<file path="src/rtl/uart_rx_pkt_ctrl.sv">
// Packet controller behind uart_rx: parses SOF/LEN/payload/checksum frames, buffers and streams verified payload.
// Optional statistics counters (PKT_GOOD_CNT / PKT_ERR_CNT) are compiled in with UART_PKT_STATS_EN.
module uart_rx_pkt_ctrl #(
   parameter int unsigned CLK_FREQ     = 125_000_000,
   parameter int unsigned BAUD         = 9600,
   parameter int unsigned MAX_LEN      = 16,
   parameter logic [7:0]  SOF_BYTE     = 8'hAA,
   parameter int unsigned TIMEOUT_BITS = 20
) (
   input  logic        CLK,
   input  logic        RST,
   input  logic        PAR_SEL,
   input  logic [7:0]  RX_DATA,
   input  logic        RX_DATA_RDY,
   input  logic        RX_PAR_ERR,
   output logic        PARITY,
   output logic [7:0]  PKT_DATA,
   output logic        PKT_VALID,
   input  logic        PKT_READY,
   output logic        PKT_LAST,
   output logic [7:0]  PKT_LEN,
   output logic        PKT_ERR,
   output logic [1:0]  ERR_CODE,
   output logic [2:0]  fsm_state
`ifdef UART_PKT_STATS_EN
   ,
   output logic [15:0] PKT_GOOD_CNT,
   output logic [15:0] PKT_ERR_CNT
`endif
);
   localparam int unsigned TIMEOUT_CYC = (CLK_FREQ / BAUD) * TIMEOUT_BITS;
   localparam int unsigned TMO_W       = (TIMEOUT_CYC > 2) ? $clog2(TIMEOUT_CYC) : 1;
   localparam int unsigned IDX_W       = (MAX_LEN > 1) ? $clog2(MAX_LEN) : 1;
   localparam logic [7:0]       MAX_LEN_B = 8'(MAX_LEN);
   localparam logic [TMO_W-1:0] TMO_LAST  = TMO_W'(TIMEOUT_CYC - 1);
   localparam logic [IDX_W-1:0] IDX_ZERO  = IDX_W'(0);
   localparam logic [IDX_W-1:0] IDX_ONE   = IDX_W'(1);

   typedef enum logic [2:0] {
      S_IDLE    = 3'd0,
      S_LEN     = 3'd1,
      S_PAYLOAD = 3'd2,
      S_CSUM    = 3'd3,
      S_DRAIN   = 3'd4
   } state_t;

   state_t           r_state, w_next_state;
   logic             r_parity;
   logic [7:0]       r_len, r_csum, r_data;
   logic [IDX_W-1:0] r_idx;
   logic [TMO_W-1:0] r_tmo;
   logic [7:0]       r_buf [MAX_LEN];
   logic             r_valid, r_last, r_err;
   logic [1:0]       r_err_code;
   logic             w_tmo_exp, w_len_ok, w_idx_last, w_csum_ok, w_xfer, w_wr, w_err, w_counting;
   logic [1:0]       w_err_code;
   logic [7:0]       w_csum_sum;
   logic [IDX_W-1:0] w_idx_nx;

   assign w_tmo_exp  = (r_tmo == TMO_LAST);
   assign w_len_ok   = (RX_DATA != 8'd0) && (RX_DATA <= MAX_LEN_B);
   assign w_idx_last = (8'(r_idx) == (r_len - 8'd1));
   assign w_csum_sum = r_csum + RX_DATA;
   assign w_csum_ok  = (w_csum_sum == 8'd0);
   assign w_xfer     = r_valid & PKT_READY;
   assign w_idx_nx   = r_idx + IDX_ONE;
   assign w_wr       = (r_state == S_PAYLOAD) && RX_DATA_RDY && !RX_PAR_ERR;
   assign w_counting = (r_state == S_LEN) || (r_state == S_PAYLOAD) || (r_state == S_CSUM);

   // Next-state and error decode; parity error outranks length/checksum, and a byte outranks timeout.
   always_comb begin
      w_next_state = r_state;
      w_err        = 1'b0;
      w_err_code   = 2'b00;
      case (r_state)
         S_IDLE: begin
            if (RX_DATA_RDY && !RX_PAR_ERR && (RX_DATA == SOF_BYTE)) w_next_state = S_LEN;
            else                                                    w_next_state = S_IDLE;
         end
         S_LEN, S_PAYLOAD, S_CSUM: begin
            if (RX_DATA_RDY && RX_PAR_ERR) begin
               w_err        = 1'b1;
               w_err_code   = 2'b00;
               w_next_state = S_IDLE;
            end else if (RX_DATA_RDY) begin
               if (r_state == S_LEN) begin
                  if (w_len_ok) begin
                     w_next_state = S_PAYLOAD;
                  end else begin
                     w_err        = 1'b1;
                     w_err_code   = 2'b01;
                     w_next_state = S_IDLE;
                  end
               end else if (r_state == S_PAYLOAD) begin
                  if (w_idx_last) w_next_state = S_CSUM;
                  else            w_next_state = S_PAYLOAD;
               end else begin
                  if (w_csum_ok) begin
                     w_next_state = S_DRAIN;
                  end else begin
                     w_err        = 1'b1;
                     w_err_code   = 2'b11;
                     w_next_state = S_IDLE;
                  end
               end
            end else if (w_tmo_exp) begin
               w_err        = 1'b1;
               w_err_code   = 2'b10;
               w_next_state = S_IDLE;
            end else begin
               w_next_state = r_state;
            end
         end
         S_DRAIN: begin
            if (w_xfer && r_last) w_next_state = S_IDLE;
            else                  w_next_state = S_DRAIN;
         end
         default: w_next_state = S_IDLE;
      endcase
   end

   always_ff @(posedge CLK or negedge RST) begin
      if (!RST) r_state <= S_IDLE;
      else      r_state <= w_next_state;
   end

   // Inter-byte timeout: only runs while a frame is being received.
   always_ff @(posedge CLK or negedge RST) begin
      if (!RST)                                       r_tmo <= '0;
      else if (w_counting && !RX_DATA_RDY && !w_tmo_exp) r_tmo <= r_tmo + TMO_W'(1);
      else                                            r_tmo <= '0;
   end

   always_ff @(posedge CLK) begin
      if (w_wr) r_buf[r_idx] <= RX_DATA;
   end

   // Frame datapath and the registered stream/error outputs.
   always_ff @(posedge CLK or negedge RST) begin
      if (!RST) begin
         r_parity   <= 1'b0;
         r_len      <= 8'd0;
         r_csum     <= 8'd0;
         r_idx      <= IDX_ZERO;
         r_valid    <= 1'b0;
         r_data     <= 8'd0;
         r_last     <= 1'b0;
         r_err      <= 1'b0;
         r_err_code <= 2'b00;
      end else begin
         r_err <= w_err;
         if (w_err) r_err_code <= w_err_code;
         if (r_state == S_IDLE) r_parity <= PAR_SEL;
         case (r_state)
            S_IDLE: begin
               if (w_next_state == S_LEN) r_csum <= 8'd0;
            end
            S_LEN: begin
               if (w_next_state == S_PAYLOAD) begin
                  r_len  <= RX_DATA;
                  r_csum <= RX_DATA;
                  r_idx  <= IDX_ZERO;
               end
            end
            S_PAYLOAD: begin
               if (w_wr) begin
                  r_csum <= w_csum_sum;
                  r_idx  <= w_idx_nx;
               end
            end
            S_CSUM: begin
               if (w_next_state == S_DRAIN) begin
                  r_valid <= 1'b1;
                  r_data  <= r_buf[IDX_ZERO];
                  r_last  <= (r_len == 8'd1);
                  r_idx   <= IDX_ZERO;
               end
            end
            S_DRAIN: begin
               if (w_xfer) begin
                  if (r_last) begin
                     r_valid <= 1'b0;
                     r_last  <= 1'b0;
                  end else begin
                     r_idx  <= w_idx_nx;
                     r_data <= r_buf[w_idx_nx];
                     r_last <= (8'(w_idx_nx) == (r_len - 8'd1));
                  end
               end
            end
            default: ;
         endcase
      end
   end

`ifdef UART_PKT_STATS_EN
   logic [15:0] r_good_cnt, r_err_cnt;

   // Saturating packet statistics.
   always_ff @(posedge CLK or negedge RST) begin
      if (!RST) begin
         r_good_cnt <= 16'd0;
         r_err_cnt  <= 16'd0;
      end else begin
         if ((r_state == S_DRAIN) && w_xfer && r_last && (r_good_cnt != 16'hFFFF))
            r_good_cnt <= r_good_cnt + 16'd1;
         if (w_err && (r_err_cnt != 16'hFFFF))
            r_err_cnt <= r_err_cnt + 16'd1;
      end
   end

   assign PKT_GOOD_CNT = r_good_cnt;
   assign PKT_ERR_CNT  = r_err_cnt;
`endif

   assign PARITY    = r_parity;
   assign PKT_DATA  = r_data;
   assign PKT_VALID = r_valid;
   assign PKT_LAST  = r_last;
   assign PKT_LEN   = r_len;
   assign PKT_ERR   = r_err;
   assign ERR_CODE  = r_err_code;
   assign fsm_state = r_state;
endmodule

</file>
<file path="config.mk">
export PLATFORM = sky130hd
export DESIGN_NAME = uart_rx_pkt_ctrl
export DESIGN_NICKNAME = d
export VERILOG_FILES = /design/src/rtl/uart_rx_pkt_ctrl.sv
export SDC_FILE = /design/constraint.sdc
export NUM_CORES = 1
export LEC_CHECK = 0
export ABC_AREA = 0
export CORE_AREA = 10 10 179 181
export CTS_BUF_LIST = sky130_fd_sc_hd__clkbuf_4
export CTS_CLUSTER_DIAMETER = 50
export DETAILED_ROUTE_END_ITERATION = 10
export DIE_AREA = 0 0 189 191
export MAX_ROUTING_LAYER = met4
export PLACE_DENSITY = 0.54
export SLEW_MARGIN = 25
export SYNTH_ARGS = -nofsm -noshare
export SYNTH_HDL_FRONTEND = slang
export SYNTH_SLANG_ARGS = --single-unit
</file>
<file path="constraint.sdc">
create_clock -name CLK -period 3.3 [get_ports CLK]
set_input_delay 0.66 -clock CLK [delete_from_list [all_inputs] [get_ports CLK]]
set_output_delay 0.66 -clock CLK [all_outputs]
set_load 0.01 [all_outputs]
</file>
Word-level counts from Yosys, hierarchy flattened. Memories as Yosys holds them, arrays and structs flattened. Cells that the tools add are included.

Flip-flop bits (word level): 55. RAM bits: 128. Input port bits: 14. Output and inout bits: 25. Word-level logic and storage cells: 116. Memories: 1.

$add $sub $neg: 4. Order comparisons: 1. Equal/unequal tests: 19. Multiplexer cells: 52. Bitwise logic cells: 1. Reduce and logical (&&, ||, !) cells: 27.

Memory list: r_buf (depth 16, bits a word 8, rd ports 2, clocked after Yosys merged registers in 0, write ports 1, line 52) `logic [7:0] r_buf [MAX_LEN];`.

Operators with widths (number): $mux 8 (6); $pmux 8 s3 (1); $mux 3 (7); $mux 4 (5); $mux 1 (19); $add 18x1->18 const B (1); $eq 18x18->1 const B (1); $mux 18 (1); $eq 4x8->1 (2); $mux 2 (8); $pmux 4 s4 (1); $pmux 8 s2 (1); $reduce_and 4->1 (3); $eq 3x2->1 const B (3); $logic_and 1x1->1 (9); $pmux 3 s3 (1); $add 8x8->8 (1); $eq 8x1->1 const B (1); $eq 8x8->1 const B (1); $le 8x5->1 const B (1); $logic_not 8->1 (1); $ne 2x2->1 const B (4); $reduce_bool 8->1 (1); $sub 8x1->8 const B (1); other kinds (16) (24).

Depth between registers and ports, before layout.
Depth in word-level cells: 11. Depth in mapped cells: 12. Mapped depth without buffers: 10.

Least setup slack after synthesis. OpenSTA, ideal clock, no wires.

Path type: reg2reg. Start point: register r_idx[0]. End point: register r_data[6] (netlist: PKT_DATA[6]). Setup time: 0.125 ns. Arrival time: 2.908 ns. Required time: 3.175 ns. Setup slack: 0.267 ns. Cell stages (with the launch flop): 11. Cell sequence: dfrtp_1 > buf_6 > buf_4 > inv_1 > ha_1 > clkbuf_1 > clkbuf_1 > mux4_2 > mux4_1 > mux2_2 > mux2_4.

Longest elaborated chain between the ends: 10. Elaborated cells between the ends (all ways): 15.

Ends and longest elaborated chain: start, declared (line 50) `logic [IDX_W-1:0] r_idx;`; start signal, assigned (line 168) `r_idx <= w_idx_nx;`; start signal, assigned (line 185) `r_idx <= w_idx_nx;`; $eq 4x8->1 (line 62) `assign w_idx_last = (8'(r_idx) == (r_len - 8'd1));`; $mux 1 (line 95) `if (w_idx_last) w_next_state = S_CSUM;`; $mux 3 (line 94) `end else if (r_state == S_PAYLOAD) begin`; $mux 3 (line 86) `if (r_state == S_LEN) begin`; $mux 3 (line 85) `end else if (RX_DATA_RDY) begin`; $mux 3 (line 81) `if (RX_DATA_RDY && RX_PAR_ERR) begin`; $pmux 3 s3 (line 75) `case (r_state)`; $eq 3x3->1 (line 172) `if (w_next_state == S_DRAIN) begin`; $ne 2x1->1 (no line); $reduce_and 4->1 (no line); end signal, assigned (line 174) `r_data <= r_buf[IDX_ZERO];`; end signal, assigned (line 186) `r_data <= r_buf[w_idx_nx];`; end, declared (line 49) `logic [7:0] r_len, r_csum, r_data;`.

Parallel ways exist; a longest one is shown, timed or not. The select of a mux whose other input is x is not followed. A chain may end at the register's enable or synchronous reset.

Worst setup path after layout.
Start point: input RX_DATA[0]. End point: register r_data[5] (netlist: PKT_DATA[5]).

Longest elaborated chain between the ends: 11. Elaborated cells between the ends (all ways): 18.

Ends and longest elaborated chain: start, declared (line 13) `input logic [7:0] RX_DATA,`; $add 8x8->8 (line 63) `assign w_csum_sum = r_csum + RX_DATA;`; $logic_not 8->1 (line 64) `assign w_csum_ok = (w_csum_sum == 8'd0);`; $mux 3 (line 98) `if (w_csum_ok) begin`; $mux 3 (line 94); $mux 3 (line 86); $mux 3 (line 85); $mux 3 (line 81); $pmux 3 s3 * (line 75); $eq 3x3->1 * (line 172); $ne 2x1->1 (no line) *; $reduce_and 4->1 (no line) *.

Mark *: on every way between the ends. The rest lies on a longest branch, timed or not.

==> results.cfg <==
[outcome]
status = finished clean

[placed_design]
portBuffers = 38
dp_hpwl_mm = 14.1
gp_congestion = 0.808
dp.cells = 1023

[pwr]
leakagePower_uw = 0.00358
p_per_area_mw_per_mm2 = 400
ir_worst_vdd_uv = 191

[grt]
grt_pass1_wl_mm = 31.4
grt_pass1_vias = 5356
grt_usage = 0.117
overflow = 0
grt_max_degree = 39
antenna_found_initial = 1

[die]
num_rows = 62
dieArea_mm2 = 0.0361
ios = 39
die_w_um = 189
start_util = 0.295
die_h_um = 191
core-area_mm2 = 0.0285

[routing]
first_pass_iters = 5
via_per_inst = 4.89
drt_iter0_drc = 356
routed_wl_mm = 20.1
routedWlPerCell_um = 19.0
drcViolationCount = 0
vias = 5160
detail-route-antenna-nets = 0

[setup_path]
r2r_slack_ns = 0.43
r2r_cells = 11
start_kind = primary input
cp-end-kind = flop
required_ns = 3.78
critPathKind = primary input to flop
critPathArrivalTime_ns = 3.61
cp_max_fo = 8

[sta]
whs_ns = 0.115
rsz0062_at_grt = no
hold_violations = 0
final_max_slew_viol_count = 0
fmax_mhz = 320
skew_ns = 0.0264
worstMarginPinSlew_ns = 0.705
tns_ns = 0
relSlewSlack = 0.530
setup_violations = 0
post-route-period-util = 0.947
period_needed_ns = 3.13

[logic_synthesis]
async_reset_ff_frac = 0.301
ys_types = 62
syn_inst = 563
synth_ff_type = edfxtp_1
ys_warn_count = 0
synth-edff-count = 128
synth_simple_gate_area_share = 0.101
synthTopCellsByCount = 128 x edfxtp_1, 58 x nor2_1, 55 x dfrtp_1
yosysTopAreaCell = edfxtp_1
synth_top_area_frac = 0.458
synth_top_family_by_area = multiplexers
muxShareOfSynthArea = 0.151
ys_seq_elements = 183
synth_xor_area_frac = 0.0313
syn_area_mm2 = 0.00840
avgSynthCellArea_um2 = 14.9
ys_seq_area_frac = 0.621
synthTopCellsByArea = edfxtp_1 46%, dfrtp_1 16%, mux4_1 5.9%
synth_fp_nets = 592
synth_fa_ha_area_frac = 0.0232
synth.most_common_cell = edfxtp_1
synth_compound_area_frac = 0.0553

[cells_and_area]
instances_no_fill = 1056
syn2layout_area_growth_pct = 18.3
final_layout_size_suffix_gt1_frac = 0.216
fillers = 2718
fin_nets = 687

[clock_tree]
clkTransAtPathRegs_ns = 0.16
post_cts_resized = 0
cts_buffers = 17
post-cts-setup-buffers = 0
cts_buffer_depth = 2
clockRootBuffer = clkbuf_4
clk_latency_ns = 0.59
cts_hold_buf = 0
cts.sinks = 183
htreeDepth = 4
cts_tree = done

[min_path]
hold_class = primary input to asynchronous set/reset pin

[flow_run]
maxCapViolCount = 0
cells by family after synthesis:
logic type	count (synthesis)
AOI/OAI and AO/OA	70
xor gates and xnor gates	30
adders and majority gates	15
buffers and inverters	31
DFF	183
muxes	66
and+or+nand+nor	168
report_power, final:
part           internal [µW]  switching [µW]
combinational            104             134
sequential              2470            9.86
clock                    417             849
total                   2990             992
metrics by stage:
step | power, µW | setup slack (ns) | area (µm²) | utilization
after floorplan | 2630 | 0.267 | 8400 | -
after global placement | 2760 | -0.407 | 9640 | 0.339
after detailed placement | 2770 | -0.436 | 9640 | 0.339
after CTS | 4030 | 0.217 | 9940 | 0.349
after global routing | 4150 | 0.0313 | 9940 | 0.349
final | 3980 | 0.174 | 9940 | 0.349
per-layer routing:
metal  track usage  up-vias  wire length, µm  part of all wire
li1              -     2379                -                 -
met1         0.138     2651             8470              0.42
met2         0.195      105            10300              0.51
met3        0.0241       25              801             0.040
met4        0.0427        0              465             0.023
met5             -        -                0                 0
worst max-delay path, cell delays in order:
cell and delay [ns]:
clkdlybuf4s50_1 0.53, ha_1 0.21, inv_1 0.06, fa_1 0.38, nand2b_1 0.20, a21o_1 0.17
a311oi_1 0.31, and2_1 0.23, nand4_1 0.19, nand2_1 0.19, buf_12 0.15, mux2_2 0.32
registers in the layout (all words and copies together), names as in the netlist, 2 cells and up:
| name | cells |
|---|---|
| ERR_CODE | 2 |
| PKT_DATA | 8 |
| PKT_LEN | 8 |
| fsm_state | 3 |
| r_buf | 128 |
| r_csum | 8 |
| r_idx | 4 |
| r_tmo | 18 |
cell type report:
type	count	area (µm²)	area share
repair buffers	97	868	0.0874
clock buffers	18	135	0.0136
well taps	384	480	0.0483
multi-input cells	349	3040	0.305
inverters	10	37.5	0.00378
clock inverters	14	160	0.0161
flip-flops and latches	183	5220	0.525
diodes	1	2.50	0.000252
final timing paths:
kind / start / to
worst max-delay path: RX_DATA[0] / PKT_DATA[5]
worst min-delay path: RST / PKT_DATA[0]
worst max register to register: r_csum[0] / PKT_DATA[5]
worst min register to register: r_tmo[0] / r_tmo[0]
max in group asynchronous: RST / r_csum[4]
min in group CLK: r_tmo[0] / r_tmo[0]
cells in the final DEF, fill, tap and decap left out, types with 18 or more instances in the layout:
cell type	count
buf_4	55
clkbuf_4	18
clkdlybuf4s50_1	37
dfrtp_1	54
edfxtp_1	128
mux2_2	21
mux4_1	19
mux4_2	21
nand2_1	33
nor2_1	58
o21ai_0	19
Power figures use the tool's default switching activity.
